--- src/rtl/object_bound_scheduler_if.sv ---
// Bundle between the object slot scheduler and its neighbours:
// motion data, checker operands, spawn/slice/retire events.
interface object_bound_scheduler_if #(
  parameter int N_OBJ  = 8,
  parameter int IDX_W  = 3,
  parameter int MISS_W = 8
);
  logic                frame_tick;
  logic [N_OBJ*10-1:0] obj_posx;
  logic [N_OBJ*9-1:0]  obj_posy;
  logic [N_OBJ*10-1:0] obj_width;
  logic [N_OBJ*9-1:0]  obj_height;
  logic [9:0]          chk_posx;
  logic [8:0]          chk_posy;
  logic [9:0]          chk_width;
  logic [8:0]          chk_height;
  logic                chk_flag;
  logic                spawn_req;
  logic                spawn_ack;
  logic                spawn_nack;
  logic [IDX_W-1:0]    spawn_slot;
  logic                slice_valid;
  logic [IDX_W-1:0]    slice_slot;
  logic [N_OBJ-1:0]    active_mask;
  logic                retire_valid;
  logic [IDX_W-1:0]    retire_slot;
  logic [MISS_W-1:0]   missed_count;
  logic                scan_busy;

  modport master (
    input  frame_tick, obj_posx, obj_posy,
    input  obj_width, obj_height, chk_flag,
    input  spawn_req, slice_valid, slice_slot,
    output chk_posx, chk_posy, chk_width, chk_height,
    output spawn_ack, spawn_nack, spawn_slot,
    output active_mask, retire_valid, retire_slot,
    output missed_count, scan_busy
  );

  modport slave (
    output frame_tick, obj_posx, obj_posy,
    output obj_width, obj_height, chk_flag,
    output spawn_req, slice_valid, slice_slot,
    input  chk_posx, chk_posy, chk_width, chk_height,
    input  spawn_ack, spawn_nack, spawn_slot,
    input  active_mask, retire_valid, retire_slot,
    input  missed_count, scan_busy
  );
endinterface

--- src/rtl/object_bound_scheduler.sv ---
// Object slot owner: per-frame bound scan through one shared
// checker, spawn allocation, slice frees and miss counting.
module object_bound_scheduler #(
  parameter int N_OBJ  = 8,
  parameter int IDX_W  = 3,
  parameter int MISS_W = 8
) (
  input logic clk,
  input logic rst,
  object_bound_scheduler_if.master bus
);

  typedef enum logic [1:0] {
    IDLE,
    SCAN,
    DRAIN
  } state_t;

  localparam logic [IDX_W-1:0] LAST = IDX_W'(N_OBJ - 1);

  state_t            state;
  state_t            state_n;
  logic [IDX_W-1:0]  scan_idx;
  logic              iss_vld;
  logic [IDX_W-1:0]  iss_idx;
  logic              iss_act;
  logic [N_OBJ-1:0]  active;
  logic [N_OBJ-1:0]  armed;
  logic [N_OBJ-1:0]  active_n;
  logic [N_OBJ-1:0]  armed_n;
  logic [9:0]        chk_posx;
  logic [8:0]        chk_posy;
  logic [9:0]        chk_width;
  logic [8:0]        chk_height;
  logic              spawn_ack;
  logic              spawn_nack;
  logic [IDX_W-1:0]  spawn_slot;
  logic              retire_valid;
  logic [IDX_W-1:0]  retire_slot;
  logic [MISS_W-1:0] missed;
  logic              free_hit;
  logic [IDX_W-1:0]  free_idx;
  logic              commit_go;
  logic              slice_go;
  logic              slice_hit;
  logic              retire_go;
  logic              arm_go;
  logic              grant_go;

  // Scan sequencer next state
  always_comb begin
    state_n = state;
    unique case (state)
      IDLE:    if (bus.frame_tick) state_n = SCAN;
      SCAN:    if (scan_idx == LAST) state_n = DRAIN;
      DRAIN:   state_n = IDLE;
      default: state_n = IDLE;
    endcase
  end

  // Scan sequencer state register
  always_ff @(posedge clk) begin
    if (rst) state <= IDLE;
    else     state <= state_n;
  end

  // Issue stage: present slot operands, remember slot for commit
  always_ff @(posedge clk) begin
    if (rst) begin
      scan_idx   <= '0;
      iss_vld    <= 1'b0;
      iss_idx    <= '0;
      iss_act    <= 1'b0;
      chk_posx   <= '0;
      chk_posy   <= '0;
      chk_width  <= '0;
      chk_height <= '0;
    end else begin
      iss_vld <= (state == SCAN);
      if (state == SCAN) begin
        chk_posx   <= bus.obj_posx[scan_idx*10 +: 10];
        chk_posy   <= bus.obj_posy[scan_idx*9 +: 9];
        chk_width  <= bus.obj_width[scan_idx*10 +: 10];
        chk_height <= bus.obj_height[scan_idx*9 +: 9];
        iss_idx    <= scan_idx;
        iss_act    <= active[scan_idx];
        scan_idx   <= (scan_idx == LAST) ? '0 : scan_idx + 1'b1;
      end
    end
  end

  // Lowest-index free slot for spawn grants
  always_comb begin
    free_hit = 1'b0;
    free_idx = '0;
    for (int i = N_OBJ - 1; i >= 0; i--) begin
      if (!active[i]) begin
        free_hit = 1'b1;
        free_idx = IDX_W'(i);
      end
    end
  end

  // Commit decode; a same-cycle slice beats arm and retire
  always_comb begin
    commit_go = iss_vld & iss_act & active[iss_idx];
    slice_go  = bus.slice_valid & active[bus.slice_slot];
    slice_hit = slice_go & (bus.slice_slot == iss_idx);
    retire_go = commit_go & bus.chk_flag
              & armed[iss_idx] & ~slice_hit;
    arm_go    = commit_go & ~bus.chk_flag & ~slice_hit;
    grant_go  = bus.spawn_req & free_hit;
  end

  // Slot table next values
  always_comb begin
    active_n = active;
    armed_n  = armed;
    if (arm_go) armed_n[iss_idx] = 1'b1;
    if (retire_go) begin
      active_n[iss_idx] = 1'b0;
      armed_n[iss_idx]  = 1'b0;
    end
    if (slice_go) begin
      active_n[bus.slice_slot] = 1'b0;
      armed_n[bus.slice_slot]  = 1'b0;
    end
    if (grant_go) begin
      active_n[free_idx] = 1'b1;
      armed_n[free_idx]  = 1'b0;
    end
  end

  // Slot table, event pulses and miss counter
  always_ff @(posedge clk) begin
    if (rst) begin
      active       <= '0;
      armed        <= '0;
      spawn_ack    <= 1'b0;
      spawn_nack   <= 1'b0;
      spawn_slot   <= '0;
      retire_valid <= 1'b0;
      retire_slot  <= '0;
      missed       <= '0;
    end else begin
      active       <= active_n;
      armed        <= armed_n;
      spawn_ack    <= grant_go;
      spawn_nack   <= bus.spawn_req & ~free_hit;
      spawn_slot   <= grant_go ? free_idx : '0;
      retire_valid <= retire_go;
      retire_slot  <= retire_go ? iss_idx : '0;
      if (retire_go && !(&missed)) missed <= missed + 1'b1;
    end
  end

  assign bus.chk_posx     = chk_posx;
  assign bus.chk_posy     = chk_posy;
  assign bus.chk_width    = chk_width;
  assign bus.chk_height   = chk_height;
  assign bus.spawn_ack    = spawn_ack;
  assign bus.spawn_nack   = spawn_nack;
  assign bus.spawn_slot   = spawn_slot;
  assign bus.active_mask  = active;
  assign bus.retire_valid = retire_valid;
  assign bus.retire_slot  = retire_slot;
  assign bus.missed_count = missed;
  assign bus.scan_busy    = (state != IDLE);

endmodule
--- src/flat_wrapper.sv ---
// flat-port wrapper written by rule: the top's interface ports become plain ports
module object_bound_scheduler_flat 
#(
  parameter int N_OBJ  = 8,
  parameter int IDX_W  = 3,
  parameter int MISS_W = 8
)
  (clk, rst, bus_frame_tick, bus_obj_posx, bus_obj_posy, bus_obj_width, bus_obj_height, bus_chk_flag, bus_spawn_req, bus_slice_valid, bus_slice_slot, bus_chk_posx, bus_chk_posy, bus_chk_width, bus_chk_height, bus_spawn_ack, bus_spawn_nack, bus_spawn_slot, bus_active_mask, bus_retire_valid, bus_retire_slot, bus_missed_count, bus_scan_busy);
  object_bound_scheduler_if #(.N_OBJ(N_OBJ), .IDX_W(IDX_W), .MISS_W(MISS_W)) bus_i ();
  input logic clk;
  input logic rst;
  input wire logic [$bits(bus_i.frame_tick)-1:0] bus_frame_tick;
  input wire logic [$bits(bus_i.obj_posx)-1:0] bus_obj_posx;
  input wire logic [$bits(bus_i.obj_posy)-1:0] bus_obj_posy;
  input wire logic [$bits(bus_i.obj_width)-1:0] bus_obj_width;
  input wire logic [$bits(bus_i.obj_height)-1:0] bus_obj_height;
  input wire logic [$bits(bus_i.chk_flag)-1:0] bus_chk_flag;
  input wire logic [$bits(bus_i.spawn_req)-1:0] bus_spawn_req;
  input wire logic [$bits(bus_i.slice_valid)-1:0] bus_slice_valid;
  input wire logic [$bits(bus_i.slice_slot)-1:0] bus_slice_slot;
  output wire logic [$bits(bus_i.chk_posx)-1:0] bus_chk_posx;
  output wire logic [$bits(bus_i.chk_posy)-1:0] bus_chk_posy;
  output wire logic [$bits(bus_i.chk_width)-1:0] bus_chk_width;
  output wire logic [$bits(bus_i.chk_height)-1:0] bus_chk_height;
  output wire logic [$bits(bus_i.spawn_ack)-1:0] bus_spawn_ack;
  output wire logic [$bits(bus_i.spawn_nack)-1:0] bus_spawn_nack;
  output wire logic [$bits(bus_i.spawn_slot)-1:0] bus_spawn_slot;
  output wire logic [$bits(bus_i.active_mask)-1:0] bus_active_mask;
  output wire logic [$bits(bus_i.retire_valid)-1:0] bus_retire_valid;
  output wire logic [$bits(bus_i.retire_slot)-1:0] bus_retire_slot;
  output wire logic [$bits(bus_i.missed_count)-1:0] bus_missed_count;
  output wire logic [$bits(bus_i.scan_busy)-1:0] bus_scan_busy;
  assign bus_i.frame_tick = bus_frame_tick;
  assign bus_i.obj_posx = bus_obj_posx;
  assign bus_i.obj_posy = bus_obj_posy;
  assign bus_i.obj_width = bus_obj_width;
  assign bus_i.obj_height = bus_obj_height;
  assign bus_i.chk_flag = bus_chk_flag;
  assign bus_i.spawn_req = bus_spawn_req;
  assign bus_i.slice_valid = bus_slice_valid;
  assign bus_i.slice_slot = bus_slice_slot;
  assign bus_chk_posx = bus_i.chk_posx;
  assign bus_chk_posy = bus_i.chk_posy;
  assign bus_chk_width = bus_i.chk_width;
  assign bus_chk_height = bus_i.chk_height;
  assign bus_spawn_ack = bus_i.spawn_ack;
  assign bus_spawn_nack = bus_i.spawn_nack;
  assign bus_spawn_slot = bus_i.spawn_slot;
  assign bus_active_mask = bus_i.active_mask;
  assign bus_retire_valid = bus_i.retire_valid;
  assign bus_retire_slot = bus_i.retire_slot;
  assign bus_missed_count = bus_i.missed_count;
  assign bus_scan_busy = bus_i.scan_busy;
  object_bound_scheduler #(.N_OBJ(N_OBJ), .IDX_W(IDX_W), .MISS_W(MISS_W)) u_core (.clk(clk), .rst(rst), .bus(bus_i));
endmodule
--- config.mk ---
export PLATFORM = sky130hd
export DESIGN_NAME = object_bound_scheduler_flat
export DESIGN_NICKNAME = d
export VERILOG_FILES = /design/src/rtl/object_bound_scheduler_if.sv /design/src/rtl/object_bound_scheduler.sv /design/src/flat_wrapper.sv
export SDC_FILE = /design/constraint.sdc
export NUM_CORES = 1
export LEC_CHECK = 0
export ABC_AREA = 1
export CORE_AREA = 2 2 146 148
export CTS_BUF_LIST = sky130_fd_sc_hd__clkbuf_16
export CTS_CLUSTER_SIZE = 25
export DETAILED_ROUTE_END_ITERATION = 8
export DIE_AREA = 0 0 148 150
export PLACE_DENSITY = 0.67
export SKIP_LAST_GASP = 1
export SLEW_MARGIN = 20
export SYNTH_ARGS = -nofsm -noshare
export SYNTH_HDL_FRONTEND = slang
export SYNTH_SLANG_ARGS = --single-unit
--- constraint.sdc ---
create_clock -name clk -period 2.1 [get_ports clk]
set_input_delay 0.42 -clock clk [delete_from_list [all_inputs] [get_ports clk]]
set_output_delay 0.42 -clock clk [all_outputs]
set_load 0.005 [all_outputs]
==> flow_metrics.py <==
metrics = {
    "final_layout": {
        "fin_nets": 1738,
        "syn_to_final_growth_pct": 74.35,
        "drive_above_1_share_pct": 4.975,
        "fillCellCount": 2107,
        "fin_cells": 1705,
    },
    "pwr": {
        "power.share.sequential_pct": 31.6,
        "p_int_w": 0.003710,
        "power.share.clock_pct": 31.7,
        "p_switching_w": 0.001635,
        "p_per_area_nw_per_um2": 502.7,
        "p_comb_share_pct": 36.7,
        "peakVddDrop_uv": 345.9,
        "swShare_pct": 30.60,
        "p_leak_nw": 4.436,
    },
    "floorplanning": {
        "fp.dieW_um": 148,
        "dieHeight_um": 150,
        "core_area_um2": 20690,
        "std_cell_rows": 53,
        "ios": 377,
        "initial_core_util_pct": 29.48,
        "dieArea_um2": 22200,
    },
    "sta": {
        "fin_crit_ns": 1.917,
        "finalCritPeriodShare_pct": 91.31,
        "slew-limit-headroom_pct": 69.55,
        "rsz0062_at_grt": "false",
        "drv_slew": 0,
        "fmax_mhz": 521.5,
        "fin_setup_tns_ns": 0,
        "holdWs_ns": 0.5130,
        "finalHoldViolations": 0,
        "worst_pin_slew_ns": 0.4567,
        "clock_skew_ns": 0.007481,
        "setup_viol_count_final": 0,
    },
    "worst_setup_path": {
        "regToRegEndpoint": "u_core.bus.missed_count[6]$_SDFFE_PP0P_",
        "worstPathArrival_ns": 2.19,
        "r2r_slack_ns": 0.28,
        "worstSetupPathType": "in -> reg",
        "worstRegToRegCells": 7,
        "end_kind": "register",
        "start_kind": "input pin",
        "critPathRequiredTime_ns": 2.37,
        "crit_chain": "clkdlybuf4s50_1, inv_1, nor2_1, nand3_1, nand2_1, inv_1, nand2_2, nand3_2, buf_12, nand3_2, nand2_1, a21oi_1",
        "slowest_delay_ns": 0.54,
        "r2r-start": "u_core.bus.missed_count[0]$_SDFFE_PP0P_",
        "cpMaxStageDelayCell": "clkdlybuf4s50_1",
        "cp_max_fo": 10,
    },
    "place": {
        "placed_cells": 1686,
        "place_congestion": 0.9246,
        "port-buffer-count": 376,
        "hpwl_um": 21970,
    },
    "worst_hold_path": {
        "holdPathEnd": "u_core.bus.missed_count[1]$_SDFFE_PP0P_",
        "min_from": "u_core.bus.missed_count[1]$_SDFFE_PP0P_",
        "min_path_type": "reg -> reg",
        "hold_depth": 2,
    },
    "synth": {
        "postSynthCellCount": 1075,
        "ys_async_sr_fraction_pct": 0,
        "synth.distinct_cells": 33,
        "synth_fp_nets": 1391,
        "synth-edff-count": 0,
        "ys_ff_latch": 81,
        "synthesis.area_um2": 6098,
        "syn_area_per_cell_um2": 5.673,
        "ys_seq_area_share_pct": 26.59,
        "ys.flop_type": "dfxtp_1",
        "yosysWarningCount": 0,
    },
    "global_routing": {
        "grt_pass1_vias": 8255,
        "antenna_found_initial": 6,
        "grt_max_degree": 72,
        "grt_use_total_pct": 24.86,
        "grt-ovfl-total": 0,
        "grt_pass1_wl_um": 43410,
    },
    "detailed_routing": {
        "postRouteAntennaNets": 0,
        "vias": 8511,
        "drt_iter0_drc": 522,
        "drc_errors": 0,
        "wl_um": 28200,
        "wire_per_inst_um": 16.54,
        "drt_pass1_iterations": 5,
        "vias_per_cell": 4.992,
    },
    "clock_tree": {
        "insertion_delay_ns": 0.34,
        "clk_pin_slew_worst_paths_ns": 0.06,
        "clk_path_buf_depth": 2,
        "cts_max_level": 3,
        "cts_root_buf": "clkbuf_16",
        "clock_sinks": 81,
        "cts_tree": "yes",
        "cts_setup_buffers": 0,
        "cts_made_buffers": 9,
    },
    "run": {
        "maxCapViolations": 0,
    },
    "run_status": {
        "status": "complete, no violations",
    },
}
-- per-layer routing --
metal | global-route usage [%] | wire, um
met5 | 0 | 27
met3 | 7.073 | 2496
met2 | 42.64 | 13210
met1 | 28.20 | 11250
met4 | 12.71 | 1217
-- cell usage after synthesis, types with 2 or more instances --
library cell  instances  share of area [%]
a211oi_1              2               0.25
a21oi_1              25                2.1
buf_1                 6               0.37
buf_2                16                1.3
buf_4                 2               0.25
clkbuf_1             51                3.1
dfxtp_1              81                 27
ha_1                  3               0.62
inv_1                88                5.4
inv_2                 3               0.18
nand2_1             240                 15
nand3_1              84                6.9
nand3_2               3               0.49
nand4_1              16                1.6
nor2_1              192                 12
nor2_2                2               0.21
nor3_1                4               0.33
nor3b_1               2               0.25
o21ai_0             161                 13
o21bai_1              2               0.25
o22ai_1              76                7.8
xor2_1                5               0.72
-- worst max-delay path: cells and delay by family --
kind / cells / cell delay [ns]
compound gates: 1 / 0.16
buf+inv: 4 / 0.83
simple gates: 7 / 0.79
-- cells by family (layout without fill, tap and decap cells) --
group | Yosys count | in the layout | share of synthesized area, %
DFF | 81 | 81 | 26.59
xor gates and xnor gates | 6 | 6 | 0.8617
adders and majority gates | 3 | 3 | 0.6156
buffers and inverters | 167 | 519 | 10.85
AOI/OAI and AO/OA | 270 | 270 | 24.00
other | 0 | 3 | 0
and+or+nand+nor | 548 | 548 | 37.07
-- cells in the final DEF, fill, tap and decap left out, types with 2 or more instances in the layout --
| cell | n |
|---|---|
| clkdlybuf4s50_1 | 376 |
| nand2_1 | 240 |
| nor2_1 | 190 |
| o21ai_0 | 161 |
| inv_1 | 85 |
| nand3_1 | 83 |
| dfxtp_1 | 79 |
| o22ai_1 | 76 |
| buf_4 | 26 |
| a21oi_1 | 25 |
| nand4_1 | 16 |
| buf_12 | 10 |
| clkbuf_16 | 9 |
| inv_2 | 5 |
| xor2_1 | 5 |
| nand3_2 | 4 |
| nor3_1 | 4 |
| diode_2 | 3 |
| nor2_4 | 3 |
| ha_1 | 3 |
| nor2_2 | 2 |
| o21bai_1 | 2 |
| nor3b_1 | 2 |
| a211oi_1 | 2 |
| clkinv_2 | 2 |
| inv_6 | 2 |
| bufinv_16 | 2 |
-- registers in the layout (all words and copies together) (netlist names), 8 cells and up --
register / count
u_core.bus.chk_posx: 10
u_core.bus.chk_width: 10
u_core.bus.chk_height: 9
u_core.bus.chk_posy: 9
u_core.armed: 8
u_core.bus.active_mask: 8
u_core.bus.missed_count: 8
-- worst max-delay path by stage --
| stage | start | endpoint | cells after the start |
|---|---|---|---|
| floorplan | u_core.bus.missed_count[0]$_SDFFE_PP0P_ | u_core.bus.missed_count[0]$_SDFFE_PP0P_ | 7 |
| global placement | bus_slice_slot[2] | u_core.bus.missed_count[0]$_SDFFE_PP0P_ | 12 |
| detailed placement | bus_slice_slot[2] | u_core.bus.missed_count[6]$_SDFFE_PP0P_ | 12 |
| CTS | u_core.bus.missed_count[0]$_SDFFE_PP0P_ | u_core.bus.missed_count[6]$_SDFFE_PP0P_ | 7 |
| global route | bus_slice_slot[2] | u_core.bus.active_mask[0]$_SDFF_PP0_ | 12 |
| finish | bus_slice_slot[2] | u_core.bus.missed_count[6]$_SDFFE_PP0P_ | 12 |
-- final cells by class --
| class | count | area [um2] | share of cell area (%) |
|---|---|---|---|
| Tap cell | 275 | 344.1 | 3.236 |
| Sequential cell | 81 | 1627 | 15.30 |
| Clock buffer | 9 | 225.2 | 2.118 |
| Clock inverter | 7 | 91.34 | 0.8590 |
| Timing Repair Buffer | 412 | 4159 | 39.12 |
| Multi-Input combinational cell | 827 | 3835 | 36.07 |
| Antenna cell | 3 | 7.507 | 0.07060 |
| Inverter | 91 | 344.1 | 3.236 |
-- what timing repair did --
action                     CTS  global route
hold buffers                 0             0
setup endpoints to repair    0             8
gates resized for setup      0             1
-- per-stage QoR --
step / power, W / utilization (%) / setup WS, ns / cell area [um2]
3_3_place_gp: 0.003674 / 49.80 / -0.04699 / 10300
2_1_floorplan: 0.002570 / - / 0.4659 / 6098
3_5_place_dp: 0.003678 / 49.80 / -0.1106 / 10300
5_1_grt: 0.005675 / 51.38 / 0.003886 / 10630
4_1_cts: 0.005406 / 51.33 / 0.1862 / 10620
6_report: 0.005345 / 51.39 / 0.1826 / 10630
-- power by group through the flow --
| stage | logic (W) | registers (W) | clock network [W] |
|---|---|---|---|
| after floorplan | 0.000854 | 0.00172 | 0 |
| after CTS | 0.00197 | 0.00169 | 0.00175 |
| after detailed placement | 0.00196 | 0.00172 | 0 |
| after global placement | 0.00196 | 0.00172 | 0 |
| final | 0.00196 | 0.00169 | 0.00170 |
| after global routing | 0.00216 | 0.00170 | 0.00182 |
(Power assumes the default switching activity.)
